$ cat config.mk
export PLATFORM = sky130hd
export DESIGN_NAME = wb_daq_channel_scheduler_flat
export DESIGN_NICKNAME = d
export VERILOG_FILES = /design/src/rtl/wb_daq_channel_scheduler_pkg.sv /design/src/rtl/wb_daq_channel_scheduler_if.sv /design/src/rtl/wb_daq_channel_scheduler_rr_picker.sv /design/src/rtl/wb_daq_channel_scheduler.sv /design/src/flat_wrapper.sv
export SDC_FILE = /design/constraint.sdc
export NUM_CORES = 1
export LEC_CHECK = 0
export ABC_AREA = 1
export CAP_MARGIN = 20
export CORE_MARGIN = 3
export CORE_UTILIZATION = 45
export DETAILED_ROUTE_END_ITERATION = 7
export PLACE_DENSITY = 0.74
export SKIP_CTS_REPAIR_TIMING = 1
export SYNTH_ARGS = -nofsm -noshare
export SYNTH_HDL_FRONTEND = slang
export SYNTH_SLANG_ARGS = --single-unit
$ cat constraint.sdc
create_clock -name wb_clk -period 8.4 [get_ports wb_clk]
set_input_delay 1.26 -clock wb_clk [delete_from_list [all_inputs] [get_ports wb_clk]]
set_output_delay 1.26 -clock wb_clk [all_outputs]
set_load 0.02 [all_outputs]
$ cat src/rtl/wb_daq_channel_scheduler_pkg.sv
// Shared definitions for the DAQ channel scheduler: FSM encoding, bus word size
// and the burst-length normalisation helper.
package daq_sched_pkg;

   typedef logic [1:0] sched_state_t;

   localparam sched_state_t ST_IDLE    = 2'd0;
   localparam sched_state_t ST_ARB     = 2'd1;
   localparam sched_state_t ST_XFER    = 2'd2;
   localparam sched_state_t ST_RELEASE = 2'd3;

   localparam int DAQ_WORD_BYTES = 4;
   localparam int DAQ_MAX_BURST  = 16;

   // A programmed length of 0 (or anything past the maximum) means a full 16-word burst.
   function automatic logic [4:0] eff_burst(input logic [4:0] len);
      if (len == 5'd0 || len > 5'(DAQ_MAX_BURST))
         return 5'(DAQ_MAX_BURST);
      return len;
   endfunction

endpackage

$ cat src/rtl/wb_daq_channel_scheduler_if.sv
// Channel-request / bus-master handshake bundle between the scheduler (master
// modport) and the channel blocks plus DAQ bus master (slave modport).
interface wb_daq_channel_scheduler_if #(
   parameter int NUM_CH = 4,
   parameter int AW     = 32,
   parameter int SEL_W  = $clog2(NUM_CH)
);

   logic [NUM_CH-1:0] request;
   logic [NUM_CH-1:0] fifo_empty;
   logic [NUM_CH-1:0] grant;
   logic [SEL_W-1:0]  select;
   logic              active;
   logic [AW-1:0]     address;
   logic              data_done;
   logic              bus_err;

   modport master (
      input  request, fifo_empty, data_done, bus_err,
      output grant, select, active, address
   );

   modport slave (
      output request, fifo_empty, data_done, bus_err,
      input  grant, select, active, address
   );

endinterface

$ cat src/rtl/wb_daq_channel_scheduler_rr_picker.sv
// Combinational round-robin picker: first requester strictly after rr_ptr,
// wrapping, so the channel granted last has lowest priority next time.
module daq_rr_picker #(
   parameter int NUM_CH = 4,
   parameter int SEL_W  = $clog2(NUM_CH)
) (
   input  logic [NUM_CH-1:0] request,
   input  logic [SEL_W-1:0]  rr_ptr,
   output logic [NUM_CH-1:0] grant,
   output logic [SEL_W-1:0]  index,
   output logic              valid
);

   logic [SEL_W-1:0] cand;

   always_comb begin
      grant = '0;
      index = '0;
      valid = 1'b0;
      cand  = '0;
      for (int i = 1; i <= NUM_CH; i++) begin
         cand = SEL_W'((int'(rr_ptr) + i) % NUM_CH);
         if (!valid && request[cand]) begin
            valid       = 1'b1;
            grant[cand] = 1'b1;
            index       = cand;
         end
      end
   end

endmodule

$ cat src/rtl/wb_daq_channel_scheduler.sv
// Wishbone DAQ channel scheduler: round-robin bus-master arbitration with bounded
// bursts, per-channel circular SRAM write pointers and wrap/timeout/error flags.
module wb_daq_channel_scheduler
   import daq_sched_pkg::*;
#(
   parameter int NUM_CH    = 4,
   parameter int AW        = 32,
   parameter int LEN_W     = 16,
   parameter int TIMEOUT_W = 8
) (
   input  logic                    wb_clk,
   input  logic                    wb_rst,
   input  logic                    enable,
   input  logic [NUM_CH*AW-1:0]    base_addr,
   input  logic [NUM_CH*LEN_W-1:0] buf_words,
   input  logic [4:0]              burst_len,
   input  logic [NUM_CH-1:0]       irq_clear,
   wb_daq_channel_scheduler_if.master bus,
   output logic [NUM_CH-1:0]       wrap_irq,
   output logic                    timeout,
   output logic                    err
);

   localparam int SEL_W = $clog2(NUM_CH);

   sched_state_t         state, state_nx;
   logic                 enable_q;
   logic [SEL_W-1:0]     rr_ptr;
   logic [SEL_W-1:0]     sel;
   logic [NUM_CH-1:0]    grant_r;
   logic                 active_r;
   logic [4:0]           word_cnt;
   logic [TIMEOUT_W-1:0] wdog;
   logic [LEN_W-1:0]     off [NUM_CH];

   logic [NUM_CH-1:0]    pick_grant;
   logic [SEL_W-1:0]     pick_idx;
   logic                 pick_valid;

   logic                 enable_rise;
   logic                 in_xfer;
   logic                 word_done;
   logic [AW-1:0]        sel_base;
   logic [LEN_W-1:0]     sel_buf;
   logic [LEN_W-1:0]     sel_off;
   logic [LEN_W:0]       off_inc;
   logic [LEN_W:0]       buf_lim;
   logic                 wrap_hit;
   logic                 wdog_sat;
   logic                 burst_end;
   logic                 xfer_exit;

   daq_rr_picker #(.NUM_CH(NUM_CH)) u_picker (
      .request (bus.request),
      .rr_ptr  (rr_ptr),
      .grant   (pick_grant),
      .index   (pick_idx),
      .valid   (pick_valid)
   );

   assign enable_rise = enable & ~enable_q;
   assign in_xfer     = (state == ST_XFER);
   assign word_done   = in_xfer & bus.data_done;

   assign sel_base = base_addr[int'(sel)*AW +: AW];
   assign sel_buf  = buf_words[int'(sel)*LEN_W +: LEN_W];
   assign sel_off  = off[sel];

   // Zero-length buffer means the full 2^LEN_W words, hence the extra compare bit.
   assign off_inc  = {1'b0, sel_off} + (LEN_W+1)'(1);
   assign buf_lim  = (sel_buf == '0) ? {1'b1, {LEN_W{1'b0}}} : {1'b0, sel_buf};
   assign wrap_hit = word_done && (off_inc == buf_lim);

   assign wdog_sat  = in_xfer && !bus.data_done && (&wdog);
   assign burst_end = word_done && ((word_cnt + 5'd1) == eff_burst(burst_len));
   assign xfer_exit = burst_end || (word_done && bus.fifo_empty[sel]) ||
                      !enable || bus.bus_err || wdog_sat;

   assign bus.grant   = grant_r;
   assign bus.select  = sel;
   assign bus.active  = active_r;
   assign bus.address = in_xfer ? sel_base + AW'(sel_off) * AW'(DAQ_WORD_BYTES) : '0;

   always_comb begin
      // NOTE: state_nx gets a default before the case so no path leaves it
      // unassigned; otherwise synthesis infers a latch.
      state_nx = state;
      case (state)
         ST_IDLE:    if (enable && |bus.request) state_nx = ST_ARB;
         ST_ARB:     state_nx = pick_valid ? ST_XFER : ST_IDLE;
         ST_XFER:    if (xfer_exit) state_nx = ST_RELEASE;
         ST_RELEASE: state_nx = ST_IDLE;
         default:    state_nx = ST_IDLE;
      endcase
   end

   // NOTE: all registers below use non-blocking assignment so every read sees the
   // pre-edge value regardless of statement order within the block.
   always_ff @(posedge wb_clk or posedge wb_rst) begin
      if (wb_rst) begin
         state    <= ST_IDLE;
         enable_q <= 1'b0;
         rr_ptr   <= SEL_W'(NUM_CH - 1);
         sel      <= '0;
         grant_r  <= '0;
         active_r <= 1'b0;
         word_cnt <= '0;
         wdog     <= '0;
         timeout  <= 1'b0;
         err      <= 1'b0;
      end else begin
         state    <= state_nx;
         enable_q <= enable;

         if (state == ST_ARB && pick_valid) begin
            grant_r  <= pick_grant;
            sel      <= pick_idx;
            active_r <= 1'b1;
            word_cnt <= '0;
            wdog     <= '0;
         end

         if (in_xfer) begin
            wdog <= bus.data_done ? '0 : wdog + TIMEOUT_W'(1);
            if (bus.data_done)
               word_cnt <= word_cnt + 5'd1;
            if (xfer_exit) begin
               grant_r  <= '0;
               active_r <= 1'b0;
            end
         end

         if (state == ST_RELEASE) begin
            rr_ptr   <= sel;
            word_cnt <= '0;
         end

         // Sticky flags: a re-enable clears them, but a same-cycle event still wins.
         if (enable_rise) begin
            timeout <= 1'b0;
            err     <= 1'b0;
         end
         if (wdog_sat)
            timeout <= 1'b1;
         if (bus.bus_err)
            err <= 1'b1;
      end
   end

   // NOTE: the offset array is deliberately reset; a burst after reset must start
   // at base_addr, so these cannot be left as uninitialised storage.
   always_ff @(posedge wb_clk or posedge wb_rst) begin
      if (wb_rst) begin
         for (int i = 0; i < NUM_CH; i++)
            off[i] <= '0;
         wrap_irq <= '0;
      end else begin
         for (int i = 0; i < NUM_CH; i++) begin
            if (enable_rise)
               off[i] <= '0;
            else if (word_done && sel == SEL_W'(i))
               off[i] <= wrap_hit ? '0 : off[i] + LEN_W'(1);
            wrap_irq[i] <= (wrap_hit && sel == SEL_W'(i)) | (wrap_irq[i] & ~irq_clear[i]);
         end
      end
   end

endmodule

$ cat src/flat_wrapper.sv
// flat-port wrapper written by rule: the top's interface ports become plain ports
module wb_daq_channel_scheduler_flat import daq_sched_pkg::*;
#(
   parameter int NUM_CH    = 4,
   parameter int AW        = 32,
   parameter int LEN_W     = 16,
   parameter int TIMEOUT_W = 8
)
  (wb_clk, wb_rst, enable, base_addr, buf_words, burst_len, irq_clear, wrap_irq, timeout, err, bus_request, bus_fifo_empty, bus_data_done, bus_bus_err, bus_grant, bus_select, bus_active, bus_address);
  wb_daq_channel_scheduler_if #(.NUM_CH(NUM_CH), .AW(AW)) bus_i ();
  input  logic wb_clk;
  input  logic wb_rst;
  input  logic enable;
  input  logic [NUM_CH*AW-1:0] base_addr;
  input  logic [NUM_CH*LEN_W-1:0] buf_words;
  input  logic [4:0] burst_len;
  input  logic [NUM_CH-1:0] irq_clear;
  output logic [NUM_CH-1:0] wrap_irq;
  output logic timeout;
  output logic err;
  input wire logic [$bits(bus_i.request)-1:0] bus_request;
  input wire logic [$bits(bus_i.fifo_empty)-1:0] bus_fifo_empty;
  input wire logic [$bits(bus_i.data_done)-1:0] bus_data_done;
  input wire logic [$bits(bus_i.bus_err)-1:0] bus_bus_err;
  output wire logic [$bits(bus_i.grant)-1:0] bus_grant;
  output wire logic [$bits(bus_i.select)-1:0] bus_select;
  output wire logic [$bits(bus_i.active)-1:0] bus_active;
  output wire logic [$bits(bus_i.address)-1:0] bus_address;
  assign bus_i.request = bus_request;
  assign bus_i.fifo_empty = bus_fifo_empty;
  assign bus_i.data_done = bus_data_done;
  assign bus_i.bus_err = bus_bus_err;
  assign bus_grant = bus_i.grant;
  assign bus_select = bus_i.select;
  assign bus_active = bus_i.active;
  assign bus_address = bus_i.address;
  wb_daq_channel_scheduler #(.NUM_CH(NUM_CH), .AW(AW), .LEN_W(LEN_W), .TIMEOUT_W(TIMEOUT_W)) u_core (.wb_clk(wb_clk), .wb_rst(wb_rst), .enable(enable), .base_addr(base_addr), .buf_words(buf_words), .burst_len(burst_len), .irq_clear(irq_clear), .bus(bus_i), .wrap_irq(wrap_irq), .timeout(timeout), .err(err));
endmodule
### Word-level counts from Yosys, hierarchy flattened

Cells that the tools add are included.

* add/subtract/negate cells: 12
* order comparisons: 11
* eq/ne operators: 10
* shifts and indexed selects: 2
* muxes and demuxes: 70
* bitwise gates (word level): 19
* reduce and logical (&&, ||, !) cells: 46

Operator list (count)
* $mux W16: 14
* $shiftx A128 B8 Y32: 1
* $add A16 B1 Y16 const B: 4
* $shiftx A64 B7 Y16: 1
* $add A32 B18 Y32: 1
* $bmux W16 S2: 1
* $mux W32: 1
* $mux W5: 6
* $mux W4: 7
* $mux W8: 3
* $logic_and A1 B1 Y1: 22
* $mux W1: 20
* $add A16 B1 Y17 const B: 1
* $eq A17 B17 Y1: 1
* $mux W17: 1
* $logic_not A16 Y1: 1
* $lt A2 B3 Y1 const B: 5
* $mux W2: 7
* $reduce_bool A2 Y1: 7
* $or A4 B4 Y4: 3
* $bmux W1 S2: 5
* $add A8 B1 Y8 const B: 1
* $demux W1 S2: 4
* $eq A2 B2 Y1 const B: 4
* 22 further kinds: 49

* register bits: 95
* input port bits: 214
* output and inout port bits: 45
* logic and storage cells: 185

### Depth between registers and ports, before layout

Gate-level depths: netlist of run 1.

* word-level depth: 18
* gate-level depth with buffers: 24
* depth with buffers taken out: 20

### Hierarchy

A second synthesis of run 1 with hierarchy kept.

* cells, all modules: 1685
* area total of the unflattened synthesis: 9828.2 um2

By module, submodules not included
* wb_daq_channel_scheduler: times used 1, cells each 1604, area an instance 9292.7 um2, seq. area each 2379.8 um2
* daq_rr_picker: times used 1, cells each 81, area an instance 535.5 um2, seq. area each 0.0 um2

### Least setup slack after synthesis of run 1

OpenSTA, ideal clock, no wires.

* path type: flip-flop to output port
* start point: register u_core.sel[1] (netlist: u_core.bus.select[1])
* end point: output bus_address[31]
* arrival time: 3795 ps
* data required time: 7140 ps
* setup slack: 3345 ps
* cell stages (with the launch flop): 23
* buffers on the path: 6
* cell sequence: dfrtp_1 -> buf_4 -> inv_4 -> nor2_4 -> buf_2 -> buf_4 -> buf_4 -> clkbuf_1 -> buf_1 -> nand2_1 -> nand3_1 -> ha_1 -> nand2_1 -> nor2_1 -> nand4_1 -> o21ai_0 -> a21o_1 -> nand2_1 -> a21boi_0 -> nand2_1 -> nand2_1 -> nand2_1 -> nor2_1

* word-level cells in the longest chain between the ends: 6
* elaborated cells between the ends (all ways): 7
* those cells by class: add/sub: 1; shift: 1; mux: 4; bitwise: 1

Ends and longest elaborated chain
* from (decl): RTL line wb_daq_channel_scheduler.sv:29 `logic [SEL_W-1:0] sel;`
* from (signal assigned): RTL line wb_daq_channel_scheduler.sv:117 `sel <= pick_idx;`
* branches (longest 4 deep; another with $shiftx A128 B8 Y32)
* $add A32 B18 Y32 (*): RTL line wb_daq_channel_scheduler.sv:82 `assign bus.address = in_xfer ? sel_base + AW'(sel_off) * AW'(DAQ_WORD_BYTES) : '0;`
* $mux W32 (*): RTL line wb_daq_channel_scheduler.sv:82
* to (decl): RTL line flat_wrapper.sv:28 `output wire logic [$bits(bus_i.address)-1:0] bus_address;`

Every way passes the cells marked *. The select of a mux whose other input is x is not followed.

### Worst setup path after layout of run 1

* start point: register u_core.sel[1] (netlist: u_core.bus.select[1])
* end point: output bus_address[20]

The elaborated chain is that of the path after synthesis.

==> impl_summary.txt, run 1 <==
----------------------------------------------------
[Run status]
  Status ... completed

[Routing]
  Overall routed net length ... 35.11 mm
  Antenna Violating Nets Remaining ... 0
  Vias post-DR ... roughly 11k
  Vias per Instance ... about 5.3
  Residual DRC count ... 0
  Initial DRT Pass Iterations ... 7
  Number of violations reported at the end of detailed-routing iteration 0 ... 859
  Routed wire length per instance ... 16.31 um

[Yosys]
  Most used standard cell by instance count after synthesis ... nand2_1
  Cell types with the largest area share after synthesis ... nand2_1 26%, dfrtp_1 24%, nor2_1 8.1%
  Cells after Synth ... roughly 1.7k
  Count of warnings emitted by yosys ... 0
  Share of flip-flops with an asynchronous set or reset after synthesis ... 1.000
  Synth Net Count ... 1900
  Post-Syn Area per Cell ... around 5.8 sq um
  Most used standard cells in the synthesized netlist ... 664 x nand2_1, 208 x nor2_1, 126 x inv_1, 126 x nand3_1, 93 x dfrtp_1
  EDFF count, synth ... 0
  Cell area after synthesis ... around 0.0097 sq mm
  Number of flip-flops and latches in the synthesized netlist ... 95
  Predominant post-synthesis flop cell ... dfrtp_1
  Number of distinct library cells after synthesis ... 51
  Portion of synthesized cell area occupied by the leading cell type ... 0.2579
  Leading area contributor after synthesis ... nand2_1
  Register area share after synthesis ... 0.2462

[Critical path]
  Top fanout value on the critical path ... 44
  Count of cells along the worst register-to-register path ... 18
  Start-to-end type of the worst setup path ... reg2out
  FF-to-FF End ... u_core.off[5]
  Number of buffer and inverter instances along the worst setup path ... 4
  Largest delay share family, worst path ... buffers and inverters
  Data arrival time of the critical path ... around 5000 ps
  Worst stage delay on the critical path ... approximately 790 ps
  Required time worst endpoint ... around 7100 ps
  Setup slack, reg-to-reg ... approximately 4100 ps
  Kind of start point of the critical path ... register
  Element type at the critical path end ... output pin
  Startpoint of the worst-slack reg-to-reg timing path ... u_core.bus.select[1]
  Cell with the largest stage delay on the worst path ... nor2_4
  Most frequent CP cell ... nand2_1
  Critical-path cell list ... buf_4 -> nor2_4 -> buf_4 -> nand2_1 -> nand2_1 -> inv_2 -> nand2_2 -> ha_1 -> a21oi_1 -> o21ai_0 -> a21oi_1 -> nand2_1 -> a21o_1 -> nand2_1 -> o21ai_0 -> a21oi_1 -> o21a_1 -> clkdlybuf4s50_1

[Hold path]
  Worst hold path startpoint ... u_core.err
  Hold WC Path Type ... reg2reg
  Min-Delay Endpoint ... u_core.err
  Worst Hold Path Cells ... 1

[Global route]
  GRT overflow ... 0
  Overall Global Routing Usage ... 0.2911
  First-pass GRT wire length ... between 50 and 60 mm
  Largest net degree at the start of global routing ... 65
  Number of antenna violations at the first check in global routing ... 0
  Vias in the first global route ... around 11k

[Placement]
  Buffers on Ports ... roughly 260
  Final HPWL from detailed placement ... 27.11 mm
  Last weighted congestion value of the routability-driven placer ... a little under 1

[Final layout]
  Ratio of cells with drive above 1 in the final layout ... 0.03666
  Layout area overhead ... 31.18%
  Ant diodes ... 0
  Count of nets after finishing ... ~2.1k

[Power]
  IR Drop Worst-Case VDD ... approximately 0.15 mV
  Sum of internal, switching and leakage power ... approximately 2.8 mW
  Switch share ... 0.5182
  Switching power ... between 1 and 1.5 mW
  Fraction of power consumed by combinational cells ... 0.648
  Sequential power share ... 0.201
  P_leak ... 5.892 nW
  Internal Pwr Total ... 1.350 mW
  P per Cell Area ... roughly 220 mW/mm^2
  Clock network power share ... 0.150

[STA]
  Unrepaired setup endpoints after global routing ... false
  Skew final ... ~14 ps
  Hold Fails Final Rpt ... 0
  Fmax ... 0.1598 GHz
  Fin. max-slew vios ... 0
  Summed negative setup slack over all endpoints ... 0 ps
  Post-route minimum period ... 6257 ps
  Final setup viols ... 0
  Remaining max-slew budget at the tightest pin ... 0.3632
  Share of the clock period used by the worst path ... 0.7449
  Worst-Margin Slew ... approximately 950 ps

[Clocking]
  Clock slew at reported path FFs ... ~80 ps
  Number of clock buffers inserted by TritonCTS ... 9
  Root Buffer Master ... clkbuf_16
  Max clock buf depth ... 2
  # clock sinks ... 95
  TritonCTS clock tree ... yes
  Clock latency at the later pin of the worst-skew pair ... 360 ps
  H-tree depth ... 3

[Die]
  Boundary Pins ... 259
  Number of rows in the core area ... between 50 and 60
  Initial standard-cell utilization of the core ... 0.4672
  Width of the die ... approximately 150 um
  Die Area ... between 0.02 and 0.025 sq mm
  Placeable core region ... 0.02069 sq mm
  Chip Height ... approximately 150 um

[Job]
  Count of max-cap constraint violations ... 0

----------------------------------------------------
-- routing by layer --
layer | up-vias | routed length [um] | GRT usage
met5 | - | 0 | 0
li1 | 5791 | - | -
met3 | 64 | 2636 | 0.05254
met4 | 0 | 1172 | 0.1001
met2 | 415 | 16590 | 0.4879
met1 | 5198 | 14710 | 0.3801
-- cells in the final DEF (no fill, tap or decap), drive strengths merged, types with 2 or more instances in the layout --
cell type / Yosys / routed
a211oi: 2 / 2
a21o: 5 / 5
a21oi: 66 / 66
a221oi: 7 / 7
a22o: 3 / 3
a22oi: 44 / 44
a31o: 3 / 3
a31oi: 3 / 3
and2: 2 / 2
buf: 38 / 13
clkbuf: 20 / 10
clkdlybuf4s50: 0 / 258
clkinv: 2 / 5
dfrtp: 93 / 93
dfstp: 2 / 2
ha: 32 / 32
inv: 141 / 144
nand2: 669 / 669
nand3: 128 / 128
nand4: 15 / 15
nor2: 215 / 215
nor3: 31 / 31
nor3b: 8 / 8
o2111ai: 2 / 2
o21a: 2 / 2
o21ai: 63 / 63
o22ai: 10 / 10
or2: 2 / 2
xnor2: 12 / 12
xor2: 23 / 23
-- metrics by stage --
stage	setup WS (ps)	cell area, sq um	std cells	utilization	hold slack [ps]
after global placement	2269	12370	2136	0.5979	462.9
after global routing	1731	12680	2152	0.6128	501.8
after floorplan	3345	9666	1653	-	490.2
after detailed placement	2250	12370	2136	0.5979	471.9
final	2143	12680	2152	0.6128	484.1
after CTS	2193	12680	2152	0.6128	491.0
-- sequential cells by signal (all words and copies together) (netlist names), 2 cells and up, named ones only --
signal	flops
u_core.word_cnt	5
u_core.wdog	8
u_core.wrap_irq	4
u_core.off	64
u_core.bus.grant	4
u_core.rr_ptr	2
u_core.bus.select	2
-- logic make-up after synthesis --
logic type,Yosys count,synth area share
buffers and inverters,201,0.08945
AO/OA/AOI/OAI,216,0.1350
adder cells (fa/ha/maj),33,0.04349
flip-flops,95,0.2462
XOR/XNOR,35,0.03171
AND/OR/NAND/NOR,1073,0.4541
-- worst register-to-register path: cells and delay by family (launching register included) --
| kind | cells | cell delay, ps |
|---|---|---|
| AND/OR/NAND/NOR | 15 | 3030 |
| buffers and inverters | 3 | 830 |
| flip-flops | 1 | 360 |
-- area by class of cell --
type	count	area, sq um
Fill cell	1992	8010
Multi-Input combinational cell	1357	6429
Timing Repair Buffer	271	2680
Sequential cell	95	2381
Inverter	143	543.0
Tap cell	270	337.8
Clock buffer	10	239.0
Clock inverter	6	70.07
-- power groups by stage --
| stage | Clock, mW | Combinational [mW] | Sequential [mW] |
|---|---|---|---|
| floorplan | 0 | 1.19 | 0.567 |
| global placement | 0 | 1.79 | 0.572 |
| detailed placement | 0 | 1.81 | 0.573 |
| CTS | 0.431 | 1.81 | 0.564 |
| global route | 0.448 | 2.01 | 0.570 |
| finish | 0.421 | 1.82 | 0.564 |
-- how the worst max path moves through the flow --
stage,start,cells after the start,to
floorplan,u_core.bus.select[1],22,bus_address[31]
global placement,base_addr[3],16,bus_address[31]
detailed placement,base_addr[3],16,bus_address[31]
CTS,u_core.bus.select[1],18,bus_address[20]
global route,u_core.bus.select[1],18,bus_address[20]
finish,u_core.bus.select[1],18,bus_address[20]
Power figures use the tool's default switching activity.
==> inputs of run 2 (changes only) <==
==> constraint.sdc (replaced) <==
create_clock -name wb_clk -period 5.8 [get_ports wb_clk]
set_input_delay 0.87 -clock wb_clk [delete_from_list [all_inputs] [get_ports wb_clk]]
set_output_delay 0.87 -clock wb_clk [all_outputs]
set_load 0.02 [all_outputs]
==> impl_summary.txt, run 2 (synthesized netlist as in run 1, its figures left out) <==
----------------------------------------------------
[Critical path]
  Start-to-end type of the worst setup path ... reg2out
  Setup slack, reg-to-reg ... between 1500 and 2000 ps
  Top fanout value on the critical path ... 43
  Startpoint of the worst-slack reg-to-reg timing path ... u_core.bus.select[0]
  Start point of the critical path ... u_core.bus.select[0]
  Count of cells along the worst register-to-register path ... 17
  FF-to-FF End ... u_core.off[6]
  Element type at the critical path end ... output pin
  Depth of the critical timing path with buffers and inverters included ... 19
  Largest delay share family, worst path ... simple AND/OR/NAND/NOR gates
  Capture point of the worst path ... bus_address[30]
  Critical-path cell list ... buf_6 -> nand2_1 -> nand2_1 -> nand2_1 -> nand2_1 -> ha_1 -> inv_1 -> fa_1 -> inv_1 -> a21o_1 -> nand2_1 -> nand2_1 -> nand4_1 -> nand2_1 -> nand2_1 -> nor3_1 -> nor2_1 -> nor2_1 -> clkdlybuf4s50_1
  Worst stage delay on the critical path ... about 650 ps
  Most frequent CP cell ... nand2_1
  Kind of start point of the critical path ... register
  Data arrival time of the critical path ... ~4500 ps
  Cell with the largest stage delay on the worst path ... clkdlybuf4s50_1
  Number of buffer and inverter instances along the worst setup path ... 4
  Required time worst endpoint ... around 4900 ps

[Routing]
  Vias per Instance ... roughly 5.4
  Antenna Violating Nets Remaining ... 0
  Residual DRC count ... 0
  Initial DRT Pass Iterations ... 5
  Routed wire length per instance ... about 16 um
  Number of violations reported at the end of detailed-routing iteration 0 ... slightly above 800
  Overall routed net length ... between 30 and 40 mm
  Vias post-DR ... about 12k

[Die]
  Number of rows in the core area ... 52
  Chip Height ... between 150 and 200 um
  Boundary Pins ... between 200 and 300
  Width of the die ... roughly 150 um
  Die Area ... approximately 0.023 sq mm
  Placeable core region ... around 0.021 sq mm
  Initial standard-cell utilization of the core ... 0.4672

[STA]
  Post-route minimum period ... approximately 5400 ps
  Fmax ... around 0.19 GHz
  Hold Fails Final Rpt ... 0
  Final setup viols ... 0
  Share of the clock period used by the worst path ... 0.9228
  Worst-Margin Slew ... 887.4 ps
  Unrepaired setup endpoints after global routing ... false
  Skew final ... 12.68 ps
  Remaining max-slew budget at the tightest pin ... 0.4062
  Summed negative setup slack over all endpoints ... 0 ps
  Fin. max-slew vios ... 0

[Run status]
  Status ... completed

[Clocking]
  Max clock buf depth ... 2
  # clock sinks ... between 90 and 100
  Root Buffer Master ... clkbuf_16
  Number of clock buffers inserted by TritonCTS ... 9
  Clock latency at the later pin of the worst-skew pair ... 360 ps
  TritonCTS clock tree ... yes
  Clock slew at reported path FFs ... about 70 ps
  H-tree depth ... 3

[Global route]
  GRT overflow ... 0
  Vias in the first global route ... 10.73k
  Largest net degree at the start of global routing ... 65
  Number of antenna violations at the first check in global routing ... 1
  First-pass GRT wire length ... about 57 mm
  Overall Global Routing Usage ... 0.2952

[Power]
  IR Drop Worst-Case VDD ... between 0.2 and 0.25 mV
  P_leak ... approximately 6 nW
  P per Cell Area ... around 320 mW/mm^2

[Job]
  Count of max-cap constraint violations ... 0

[Final layout]
  Core occupancy in the finished layout ... 0.6157
  Largest registers in the final layout ... u_core.off (64), u_core.wdog (8), u_core.word_cnt (5)
  Flip-flop count of the largest register, all copies and words added ... between 60 and 70
  Layout area overhead ... 31.81%
  Commonest cells after routing, fill and taps aside ... 664 x nand2_1, 258 x clkdlybuf4s50_1, 207 x nor2_1, 126 x nand3_1, 125 x inv_1
  FF/Latch Area ... about 0.0024 sq mm
  Area used by multi-input combinational logic ... roughly 0.0064 sq mm
  FILL cells ... 2020
  Largest Register ... u_core.off
  Most frequent standard cell in the layout excluding fill and tap cells ... nand2_1
  Count of nets after finishing ... roughly 2.1k
  Ratio of cells with drive above 1 in the final layout ... 0.03970

[Hold path]
  Hold WC Path Type ... reg2reg

[Placement]
  Final HPWL from detailed placement ... roughly 28 mm
  Last weighted congestion value of the routability-driven placer ... between 0.9 and 1
  Buffers on Ports ... 258

----------------------------------------------------
-- run 2: worst register-to-register path, stage by stage, from the launching register on --
cell and delay, ps:
dfrtp_2 640, buf_6 340, nand2_1 120, nand2_1 100
nand2_1 50, nand2_1 260, ha_1 270, nand3_2 180
nor2_2 260, nand2_1 80, nand2_1 90, a21oi_1 80
nor2_1 100, nand2_1 130, nor2_4 250, nand2_4 410
nand2_1 240, nand2_1 70
-- run 2: metrics by stage --
step | setup WS [ps] | power (mW) | hold WS, ps | cell area (sq um) | instances
final | 447.7 | 4.111 | 482.3 | 12740 | 2160
after global routing | 28.94 | 4.443 | 508.3 | 12740 | 2160
after CTS | 332.4 | 4.102 | 487.1 | 12730 | 2159
after detailed placement | 475.7 | 3.475 | 470.9 | 12420 | 2143
after global placement | 518.8 | 3.444 | 460.5 | 12420 | 2143
after floorplan | 1135 | 2.541 | 490.2 | 9666 | 1653
-- run 2: worst min-delay path by stage --
stage,endpoint,from,slack [ps],cells after the start
finish,u_core.err,u_core.err,480,1
global route,u_core.timeout,u_core.timeout,510,1
CTS,u_core.timeout,u_core.timeout,490,1
detailed placement,u_core.timeout,u_core.timeout,470,1
global placement,u_core.timeout,u_core.timeout,460,1
floorplan,u_core.off[31],u_core.off[31],490,2
-- run 2: area by class of cell --
type	count	share of cell area
Tap cell	270	0.02652
Antenna cell	1	0.0001964
Multi-Input combinational cell	1357	0.5046
Timing Repair Buffer	278	0.2151
Clock inverter	6	0.005893
Sequential cell	95	0.1869
Clock buffer	10	0.01797
Inverter	143	0.04282
-- run 2: per-layer routing --
metal	wire length [um]	share of wire	vias to the layer above	track usage
li1	-	-	5793	-
met3	2397	0.068	60	0.04459
met5	0	0	-	0
met4	1002	0.028	0	0.08570
met1	14950	0.42	5273	0.3848
met2	17150	0.48	436	0.5097
-- run 2: power by group --
| part | internal [mW] | total, mW | switching (mW) |
|---|---|---|---|
| clock network | 0.341 | 0.615 | 0.274 |
| registers | 0.733 | 0.824 | 0.0910 |
| logic | 0.934 | 2.67 | 1.74 |
